$ cat config.mk
export PLATFORM = sky130hd
export DESIGN_NAME = branch_resolve_unit
export DESIGN_NICKNAME = d
export VERILOG_FILES = /design/src/rtl/branch_resolve_unit.sv
export SDC_FILE = /design/constraint.sdc
export NUM_CORES = 1
export LEC_CHECK = 0
export CORE_MARGIN = 2
export CORE_UTILIZATION = 50
export DETAILED_ROUTE_END_ITERATION = 10
export GPL_ROUTABILITY_DRIVEN = 0
export PLACE_DENSITY = 0.88
export REMOVE_ABC_BUFFERS = 1
export SYNTH_ARGS = -nofsm -noshare
export SYNTH_HDL_FRONTEND = slang
export SYNTH_SLANG_ARGS = --single-unit
$ cat constraint.sdc
create_clock -name clk -period 4.38 [get_ports clk]
set_clock_uncertainty 0.05 [all_clocks]
set_input_delay 0.876 -clock clk [delete_from_list [all_inputs] [get_ports clk]]
set_output_delay 0.876 -clock clk [all_outputs]
set_load 0.01 [all_outputs]
$ cat src/rtl/branch_resolve_unit.sv
// Resolves branches/jumps: reads operands, computes direction/target, reports to ROB, recovers on mispredict.
// Latency: result two edges after acceptance (E1 read, E2 resolve); one branch per cycle while idle.
// Backpressure: in_ready drops during the flush cycle, the recovery stall, kill and reset.
module branch_resolve_unit #(
  parameter int PC_W        = 16,
  parameter int D_AW        = 5,
  parameter int S_AW        = 3,
  parameter int ROB_AW      = 4,
  parameter int RECOVER_CYC = 2
) (
  input  logic              clk,
  input  logic              rst,
  input  logic              in_valid,
  output logic              in_ready,
  input  logic [ROB_AW-1:0] in_rob_addr,
  input  logic              in_jump,
  input  logic              in_predict_taken,
  input  logic [PC_W-1:0]   in_pc,
  input  logic [PC_W-1:0]   in_predict_target,
  input  logic [D_AW-1:0]   in_rt_addr,
  input  logic [D_AW-1:0]   in_rw_addr,
  input  logic [S_AW-1:0]   in_rs_addr,
  output logic [D_AW-1:0]   rt_rd_addr,
  input  logic [PC_W-1:0]   rt_rd_data,
  output logic [S_AW-1:0]   rs_rd_addr,
  input  logic              rs_rd_data,
  input  logic              kill,
  output logic              res_valid,
  output logic [ROB_AW-1:0] res_rob_addr,
  output logic              res_mispredict,
  output logic              wb_valid,
  output logic [D_AW-1:0]   wb_addr,
  output logic [PC_W-1:0]   wb_data,
  output logic              flush,
  output logic [ROB_AW-1:0] flush_rob_addr,
  output logic              redirect_valid,
  output logic [PC_W-1:0]   redirect_pc
);

  typedef enum logic {IDLE, STALL} state_t;

  state_t      state, state_nxt;
  logic [3:0]  cnt, cnt_nxt;

  // E1: captured fields and register-file operands
  logic              e1_vld;
  logic [ROB_AW-1:0] e1_rob;
  logic              e1_jump, e1_pt, e1_flag;
  logic [PC_W-1:0]   e1_pc, e1_ptgt, e1_rt;
  logic [D_AW-1:0]   e1_rw;

  // E2: resolved outcome
  logic              e2_vld, e2_mis, e2_jump;
  logic [ROB_AW-1:0] e2_rob;
  logic [PC_W-1:0]   e2_actual, e2_link;
  logic [D_AW-1:0]   e2_rw;

  logic              accept, mis_fire, e1_taken, e1_mis;
  logic [PC_W-1:0]   e1_link, e1_actual;

  // Operands are read combinationally in the acceptance cycle.
  assign rt_rd_addr = in_rt_addr;
  assign rs_rd_addr = in_rs_addr;

  assign in_ready = ~rst & (state == IDLE) & ~flush & ~kill;
  assign accept   = in_valid & in_ready;

  // Resolution arithmetic on the E1 contents; link wraps modulo 2^PC_W.
  assign e1_link   = e1_pc + PC_W'(1);
  assign e1_taken  = e1_jump | e1_flag;
  assign e1_actual = e1_taken ? e1_rt : e1_link;
  assign e1_mis    = (e1_taken != e1_pt) | (e1_taken & (e1_rt != e1_ptgt));

  // kill suppresses everything E2 would report this cycle, including recovery.
  assign mis_fire       = e2_vld & e2_mis & ~kill & (state == IDLE);
  assign res_valid      = e2_vld & ~kill;
  assign res_rob_addr   = res_valid ? e2_rob : '0;
  assign res_mispredict = res_valid & e2_mis;
  assign wb_valid       = res_valid & e2_jump;
  assign wb_addr        = wb_valid ? e2_rw : '0;
  assign wb_data        = wb_valid ? e2_link : '0;
  assign flush          = mis_fire;
  assign flush_rob_addr = mis_fire ? e2_rob : '0;
  assign redirect_valid = mis_fire;
  assign redirect_pc    = mis_fire ? e2_actual : '0;

  // E1 stage: capture accepted entry; a flush or kill drops the younger entry held here.
  always_ff @(posedge clk or posedge rst) begin
    if (rst) begin
      e1_vld  <= 1'b0;
      e1_rob  <= '0;
      e1_jump <= 1'b0;
      e1_pt   <= 1'b0;
      e1_flag <= 1'b0;
      e1_pc   <= '0;
      e1_ptgt <= '0;
      e1_rt   <= '0;
      e1_rw   <= '0;
    end else begin
      e1_vld <= accept & ~kill & ~flush;
      if (accept) begin
        e1_rob  <= in_rob_addr;
        e1_jump <= in_jump;
        e1_pt   <= in_predict_taken;
        e1_flag <= rs_rd_data;
        e1_pc   <= in_pc;
        e1_ptgt <= in_predict_target;
        e1_rt   <= rt_rd_data;
        e1_rw   <= in_rw_addr;
      end
    end
  end

  // E2 stage: register the resolved outcome for reporting next cycle.
  always_ff @(posedge clk or posedge rst) begin
    if (rst) begin
      e2_vld    <= 1'b0;
      e2_mis    <= 1'b0;
      e2_jump   <= 1'b0;
      e2_rob    <= '0;
      e2_actual <= '0;
      e2_link   <= '0;
      e2_rw     <= '0;
    end else begin
      e2_vld <= e1_vld & ~kill & ~flush;
      if (e1_vld) begin
        e2_mis    <= e1_mis;
        e2_jump   <= e1_jump;
        e2_rob    <= e1_rob;
        e2_actual <= e1_actual;
        e2_link   <= e1_link;
        e2_rw     <= e1_rw;
      end
    end
  end

  // Recovery state register and stall counter.
  always_ff @(posedge clk or posedge rst) begin
    if (rst) begin
      state <= IDLE;
      cnt   <= '0;
    end else begin
      state <= state_nxt;
      cnt   <= cnt_nxt;
    end
  end

  // Next state: a mispredict starts a fixed stall while the front end refills; kill aborts it.
  always_comb begin
    state_nxt = state;
    cnt_nxt   = cnt;
    if (kill) begin
      state_nxt = IDLE;
      cnt_nxt   = '0;
    end else begin
      case (state)
        IDLE: begin
          if (mis_fire) begin
            state_nxt = STALL;
            cnt_nxt   = 4'(RECOVER_CYC);
          end
        end
        STALL: begin
          cnt_nxt = cnt - 4'd1;
          if (cnt <= 4'd1) begin
            state_nxt = IDLE;
            cnt_nxt   = '0;
          end
        end
        default: begin
          state_nxt = IDLE;
          cnt_nxt   = '0;
        end
      endcase
    end
  end

endmodule

==> results_dict.tcl, run 1 <==
set metrics [dict create \
    status "completed" \
    crit_path_frequent_cell "clkdlybuf4s50_1" \
    core_area_um2 10280 \
    hp-class "flip-flop to flip-flop" \
    cpLargestDelayFamily "buffers and inverters" \
    cp_cell_sequence "clkdlybuf4s50_1, nor2b_2, nand2_1, nor2_1, buf_4, and2_1, clkdlybuf4s50_1" \
    gr-total-overflow 0 \
    cap_violations 0 \
    firstDrtPassIters 4 \
    ys.flop_type "dfrtp_1" \
    post_cts_buffers 0 \
    antenna_cells 0 \
    grt_max_degree 71 \
    dieArea_um2 11350 \
    yosys-top-cells-count "110 x dfrtp_1, 75 x mux2_2, 25 x nor2_1" \
    setup_violations 0 \
    chipWidth_um 106.5 \
    startpoint_type "input port" \
    tightest_slew_ns 0.8396 \
    ys_ff_latch 110 \
    ant_nets 0 \
    nets 638 \
    synthToLayoutAreaGrowth_pct 26.60 \
    ctsRootBufferMaster "clkbuf_8" \
    seq_area_frac_synth_pct 52.38 \
    die_height_um 106.5 \
    combPwrFrac_pct 21.7 \
    pwr-share-clk_pct 22.1 \
    antenna_found_initial 0 \
    yosysMostFrequentCell "dfrtp_1" \
    cts_hold_buffers 0 \
    clock_sinks 110 \
    hold_viol 0 \
    grt_pass1_vias 3847 \
    drt_iter0_drc 230 \
    clk_pin_slew_worst_paths_ns 0.10 \
    rsz0062_at_grt "no" \
    power.leakage_nw 2.801 \
    synth.distinct_cells 46 \
    ios 131 \
    cts_max_level 3 \
    arrival_ns 2.79 \
    worstPathRequired_ns 3.45 \
    rows 37 \
    async_flop_share_pct 100.0 \
    drc_errors 0 \
    swShare_pct 29.95 \
    path_class "input port to primary output" \
    synth_top_area_cell "dfrtp_1" \
    syn_inst 464 \
    fmax_ghz 0.2688 \
    end_kind "primary output" \
    worst-path-buf-inv 3 \
    synth_top_area_share_pct 52.38 \
    cts_tree "yes" \
    drt-total-wl_um 11800 \
    dp_hpwl_um 8344 \
    fin_setup_tns_ns 0 \
    synthTopCellsByArea "dfrtp_1 52%, mux2_2 16%, xnor2_1 3.7%" \
    start_util_pct 51.13 \
    io_buffer_count 114 \
    yosys_warnings 0 \
    viasPerCell 5.513 \
    synth-edff-count 0 \
    drv_slew 0 \
    p_int_w 0.001816 \
    crit_fanout 11 \
    placed_area_um2 6467 \
    slew_headroom_pct 43.32 \
    cpPeakStageDelay_ns 0.54 \
    crit_slowest_cell "clkdlybuf4s50_1" \
    vias 3881 \
    drive_above_1_share_pct 19.01 \
    netlist_area_um2 5255 \
    hold_ws_ns 0.4594 \
    cts_made_buffers 9 \
    p_sw_w 0.0007763 \
    clk_latency_ns 0.36 \
    fin_area_um2 6653 \
    period_share_pct 84.95 \
    wl_per_cell_um 16.76 \
    pwr_density_cell_nw_per_um2 389.7 \
    avgSynthCellArea_um2 11.33 \
    power_frac_seq_pct 56.1 \
    ir_worst_vdd_mv 0.2267 \
    track_usage_pct 21.74 \
    grt_pass1_wl_um 19440 \
    cts_resized 0 \
    clockBufferDepth 2 \
    fin_crit_ns 3.721 \
]
registers in the layout (all words and copies together), names as in the netlist, 5 cells and up:
signal and flops:
e2_actual 16, e1_rw 5, e1_ptgt 16, e2_rw 5
e1_pc 16, e2_link 16, e1_rt 16
cell type report:
type,instances,area (um^2)
well taps,136,170.2
clock buffers,12,155.1
fillers,816,3625
flip-flops and latches,110,2754
inverters,16,62.56
multi-input cells,303,2272
repair buffers,123,1209
clock inverters,4,30.03
per-layer routing:
metal | wire [um] | up-vias | global-route usage, %
met5 | 0 | - | 0
met4 | 151 | 0 | 5.102
met3 | 713 | 17 | 5.641
met2 | 5863 | 133 | 35.99
met1 | 5068 | 1923 | 28.88
li1 | - | 1808 | -
power by group through the flow:
stage	Clock [W]	Sequential (W)	Combinational (W)
after floorplan	0	0.00141	0.000400
after global routing	0.000633	0.00149	0.000626
after CTS	0.000589	0.00145	0.000568
final	0.000574	0.00146	0.000563
after detailed placement	0	0.00147	0.000563
after global placement	0	0.00146	0.000540
metrics by stage:
stage	util (%)	power, W	setup slack [ns]	instances
after floorplan	-	0.001806	0.5517	429
after global placement	62.93	0.002000	0.7310	688
after detailed placement	62.93	0.002036	0.6625	688
after CTS	64.73	0.002611	0.6535	704
after global routing	64.73	0.002752	0.5387	704
final	64.73	0.002592	0.6592	704
cells in the final DEF, fill, tap and decap left out, types with 3 or more instances in the layout:
master           instances
a21oi_1                 15
a31oi_1                  9
and2_1                  20
and3_1                  23
buf_4                    9
clkbuf_8                11
clkdlybuf4s50_1        114
dfrtp_1                109
ha_1                     3
inv_1                   15
mux2_2                  75
nand2_1                 17
nand3_1                 11
nand4_1                  5
nor2_1                  25
nor2b_1                  7
nor3_1                  12
nor3b_1                  3
nor4_1                   5
o21ai_0                 16
or3_1                    4
xnor2_1                 22
xor2_1                   5
path summary, 6_finish.rpt:
path                          start        endpoint  slack (ns)  cells after the start
setup / recovery               kill  redirect_pc[3]        0.66                      7
hold / removal             e1_rw[4]        e2_rw[4]        0.46                      1
setup reg to reg              state        e1_pc[5]        2.12                      5
hold reg to reg            e1_rw[4]        e2_rw[4]        0.46                      1
max in group asynchronous       rst        e1_rw[1]        2.43                      3
min in group asynchronous       rst          cnt[3]        1.03                      2
kinds of logic after synthesis:
family	Yosys count	synth area share, %
fa+ha+maj	3	0.7144
simple gates	144	15.60
compound gates	52	5.881
mux	77	16.45
xor+xnor	27	4.500
flops	110	52.38
buf+inv	51	4.476
No activity file was read; power rests on OpenSTA's default activity.
==> run 2: changes to the inputs <==
Clock period 4.38 ns to 3.45 ns, I/O delays scaled along.
==> results_dict.tcl, run 2 (synthesis results as in run 1) <==
set metrics [dict create \
    status "completed" \
    placed_area_um2 6475 \
    antenna_found_initial 0 \
    ir_worst_vdd_mv 0.3016 \
    wl_met1_um 5100 \
    post_cts_buffers 0 \
    power.leakage_nw 2.812 \
    fin_area_um2 6690 \
    nets 639 \
    core_area_um2 10280 \
    arrival_ns 2.44 \
    clock_sinks 110 \
    fin_crit_ns 3.182 \
    chipWidth_um 106.5 \
    rsz0062_at_grt "no" \
    drt-total-wl_um 12120 \
    io_buffer_count 114 \
    cts_made_buffers 9 \
    cts_hold_buffers 0 \
    pwr_density_cell_nw_per_um2 509.6 \
    wl_met3_um 746 \
    cts_max_level 3 \
    dieArea_um2 11350 \
    grt_max_degree 62 \
    drv_slew 0 \
    rows 37 \
    synthToLayoutAreaGrowth_pct 27.31 \
    drive_above_1_share_pct 18.98 \
    end_kind "primary output" \
    cts_tree "yes" \
    worstPathRequired_ns 2.71 \
    final_common_cell "clkdlybuf4s50_1" \
    ant_nets 0 \
    vias 3853 \
    hold_viol 0 \
    crit_fanout 11 \
    track_usage_pct 22.27 \
    die_height_um 106.5 \
    slew_headroom_pct 41.48 \
    final_cell_mix "114 x clkdlybuf4s50_1, 109 x dfrtp_1, 75 x mux2_2" \
    grt_pass1_wl_um 19800 \
    drc_errors 0 \
    clockBufferDepth 2 \
    gr-total-overflow 0 \
    dr.max_layer_used "met4" \
    cts_resized 0 \
    startpoint_type "input port" \
    antenna_cells 0 \
    period_share_pct 92.22 \
    viasPerCell 5.465 \
    path_class "input port to primary output" \
    dp_hpwl_um 8670 \
    start_util_pct 51.13 \
    cap_violations 0 \
    tightest_slew_ns 0.8778 \
    drt_iter0_drc 264 \
    ios 131 \
    wl_per_cell_um 17.19 \
    hp-class "flip-flop to flip-flop" \
    power.total_w 0.003409 \
    grt_pass1_vias 3910 \
    firstDrtPassIters 4 \
    fmax_ghz 0.3143 \
    ctsRootBufferMaster "clkbuf_8" \
    dr_wl_met2_um 6100 \
    clk_pin_slew_worst_paths_ns 0.10 \
    setup_violations 0 \
    clk_latency_ns 0.37 \
]
==> run 2: cell count changes in the layout (fill, tap and decap cells not counted) <==
| cell | before | now |
|---|---|---|
| clkbuf_8 | 11 | 9 |
| buf_4 | 9 | 10 |
| inv_6 | 2 | 0 |
| bufinv_16 | 0 | 2 |
| clkinvlp_4 | 1 | 2 |
| clkbuf_1 | 1 | 2 |
| clkinv_4 | 0 | 1 |
| clkinv_2 | 1 | 0 |
==> run 2: worst max-delay path, cell delays in order <==
cell             delay [ns]
clkdlybuf4s50_1        0.49
nor2b_2                0.16
nand2_1                0.07
nor2_1                 0.14
buf_4                  0.21
and2_1                 0.15
clkdlybuf4s50_1        0.54
==> run 2: area by class of cell <==
| class | count | area, um^2 |
|---|---|---|
| Inverter | 16 | 62.56 |
| Tap cell | 136 | 170.2 |
| Clock buffer | 11 | 131.4 |
| Fill cell | 820 | 3587 |
| Clock inverter | 5 | 83.83 |
| Multi-Input combinational cell | 303 | 2272 |
| Timing Repair Buffer | 124 | 1216 |
| Sequential cell | 110 | 2754 |
==> run 2: per-layer routing <==
metal  track usage [%]  vias up
met3             3.617       17
met4             6.122        0
met2             38.14      150
met5                 0        -
met1             29.53     1881
li1                  -     1805
==> run 2: report_power, final <==
group	total, W	switching (W)	internal [W]
clock network	0.000842	0.000431	0.000411
logic	0.000717	0.000309	0.000409
registers	0.00185	0.000259	0.00159
==> run 2: worst paths after layout <==
path / from / to / slack, ns / cells after the start
worst max-delay path: kill / flush_rob_addr[2] / 0.27 / 7
max in group asynchronous: rst / e2_rw[4] / 1.82 / 3
min in group asynchronous: rst / cnt[3] / 0.73 / 2
worst min register to register: e2_actual[4] / e2_actual[4] / 0.46 / 1
worst max register to register: state / e1_pc[13] / 1.34 / 5
worst min-delay path: e2_actual[4] / e2_actual[4] / 0.46 / 1
==> run 2: stage by stage <==
stage | util, % | setup TNS [ns] | hold WS [ns] | setup WS (ns) | cells
after floorplan | - | -21.15 | 0.4167 | -0.1923 | 429
after global placement | 63.00 | 0 | 0.4287 | 0.2930 | 689
after detailed placement | 63.00 | 0 | 0.4369 | 0.2674 | 689
after CTS | 65.10 | 0 | 0.4606 | 0.2541 | 705
after global routing | 65.10 | 0 | 0.4730 | 0.1697 | 705
final | 65.10 | 0 | 0.4575 | 0.2684 | 705
==> run 3: changes to the inputs <==
Settings changed: REMOVE_ABC_BUFFERS 1 to default.
==> results_dict.tcl, run 3 (synthesis results as in run 1) <==
set metrics [dict create \
    status "completed" \
    grt_pass1_vias 3857 \
    worst_slack_ns 0.1772 \
    clk_pin_slew_worst_paths_ns 0.11 \
    drive_above_1_share_pct 19.01 \
    cts_max_level 3 \
    crit_fanout 11 \
    fin_crit_ns 3.273 \
    drc_errors 0 \
    hold_viol 0 \
    firstDrtPassIters 4 \
    drt_iter0_drc 160 \
    post_cts_buffers 0 \
    viasPerCell 5.489 \
    drt-total-wl_um 12130 \
    vias 3864 \
    final_cell_mix "114 x clkdlybuf4s50_1, 109 x dfrtp_1, 75 x mux2_2" \
    synth.net_count 539 \
    drv_slew 0 \
    dpl_worst_slack_ns 0.2035 \
    antenna_cells 0 \
    ctsRootBufferMaster "clkbuf_8" \
    nFillCells 793 \
    crit_start "kill" \
    tightest_slew_ns 0.9151 \
    chipWidth_um 106.5 \
    cts_hold_buffers 0 \
    core_area_um2 10280 \
    synthToLayoutAreaGrowth_pct 27.40 \
    nets 638 \
    track_usage_pct 21.68 \
    antenna_found_initial 0 \
    pwr_density_cell_nw_per_um2 507.8 \
    regArea_um2 2754 \
    end_kind "primary output" \
    setup_violations 0 \
    arrival_ns 2.53 \
    multi_input_area_um2 2270 \
    wl_per_cell_um 17.22 \
    startpoint_type "input port" \
    cap_violations 0 \
    fin_setup_tns_ns 0 \
    cts_made_buffers 9 \
    worstHoldStart "e1_rob[0]" \
    die_height_um 106.5 \
    start_util_pct 51.13 \
    worstPathRequired_ns 2.71 \
    gr-total-overflow 0 \
    hold_ws_ns 0.4535 \
    grt_pass1_wl_um 19190 \
    ir_worst_vdd_mv 0.2404 \
    clock_sinks 110 \
    final_common_cell "clkdlybuf4s50_1" \
    cts_resized 0 \
    power.leakage_nw 2.819 \
    io_buffer_count 114 \
    path_class "input port to primary output" \
    r2r_start "cnt[0]" \
    cts_tree "yes" \
    slew_headroom_pct 38.99 \
    clockBufferDepth 2 \
    hp-class "flip-flop to flip-flop" \
    dieArea_um2 11350 \
    fmax_ghz 0.3055 \
    rsz0062_at_grt "no" \
    period_share_pct 94.86 \
    grt_max_degree 62 \
    dp_hpwl_um 8794 \
    rows 37 \
    ant_nets 0 \
    ios 131 \
    post-route-util_pct 65.14 \
    clk_latency_ns 0.35 \
]
==> run 3: cell type report <==
class | instances | share of cell area [%]
Tap cell | 136 | 2.542
Clock buffer | 11 | 2.261
Timing Repair Buffer | 123 | 18.24
Multi-Input combinational cell | 303 | 33.90
Clock inverter | 5 | 0.9718
Inverter | 16 | 0.9531
Sequential cell | 110 | 41.13
==> run 3: power by group <==
part           switching (W)  total, W  leakage (nW)  internal [W]
Sequential          0.000269   0.00186          1.31       0.00159
Combinational       0.000316  0.000725          1.40      0.000408
Clock               0.000433  0.000816         0.110      0.000383
==> run 3: path summary, 6_finish.rpt <==
kind / endpoint / slack (ns) / cells after the start
max in group asynchronous: e1_ptgt[6] / 1.75 / 3
hold / removal: e2_rob[0] / 0.45 / 1
setup / recovery: redirect_pc[11] / 0.18 / 7
setup reg to reg: cnt[1] / 1.41 / 6
min in group asynchronous: e2_rob[0] / 0.60 / 2
hold reg to reg: e2_rob[0] / 0.45 / 1
==> run 3: metrics by stage <==
stage	std cells	total power, W	instance area [um^2]
4_1_cts	704	0.003418	6695
3_5_place_dp	688	0.002607	6479
2_1_floorplan	464	0.002315	5259
3_3_place_gp	688	0.002555	6479
5_1_grt	704	0.003579	6695
6_report	704	0.003400	6695
==> run 3: critical path: stages <==
cell and delay, ns:
clkdlybuf4s50_1 0.48, nor2b_1 0.18, nand2_1 0.09, nor2_1 0.15
buf_4 0.23, and2_1 0.15, clkdlybuf4s50_1 0.55
==> run 3: metal layers <==
layer	share of wire, %	GRT usage, %	up-vias
li1	-	-	1798
met4	1.6	7.328	0
met1	44	29.92	1903
met5	0	0	-
met2	49	35.71	144
met3	5.2	2.759	19
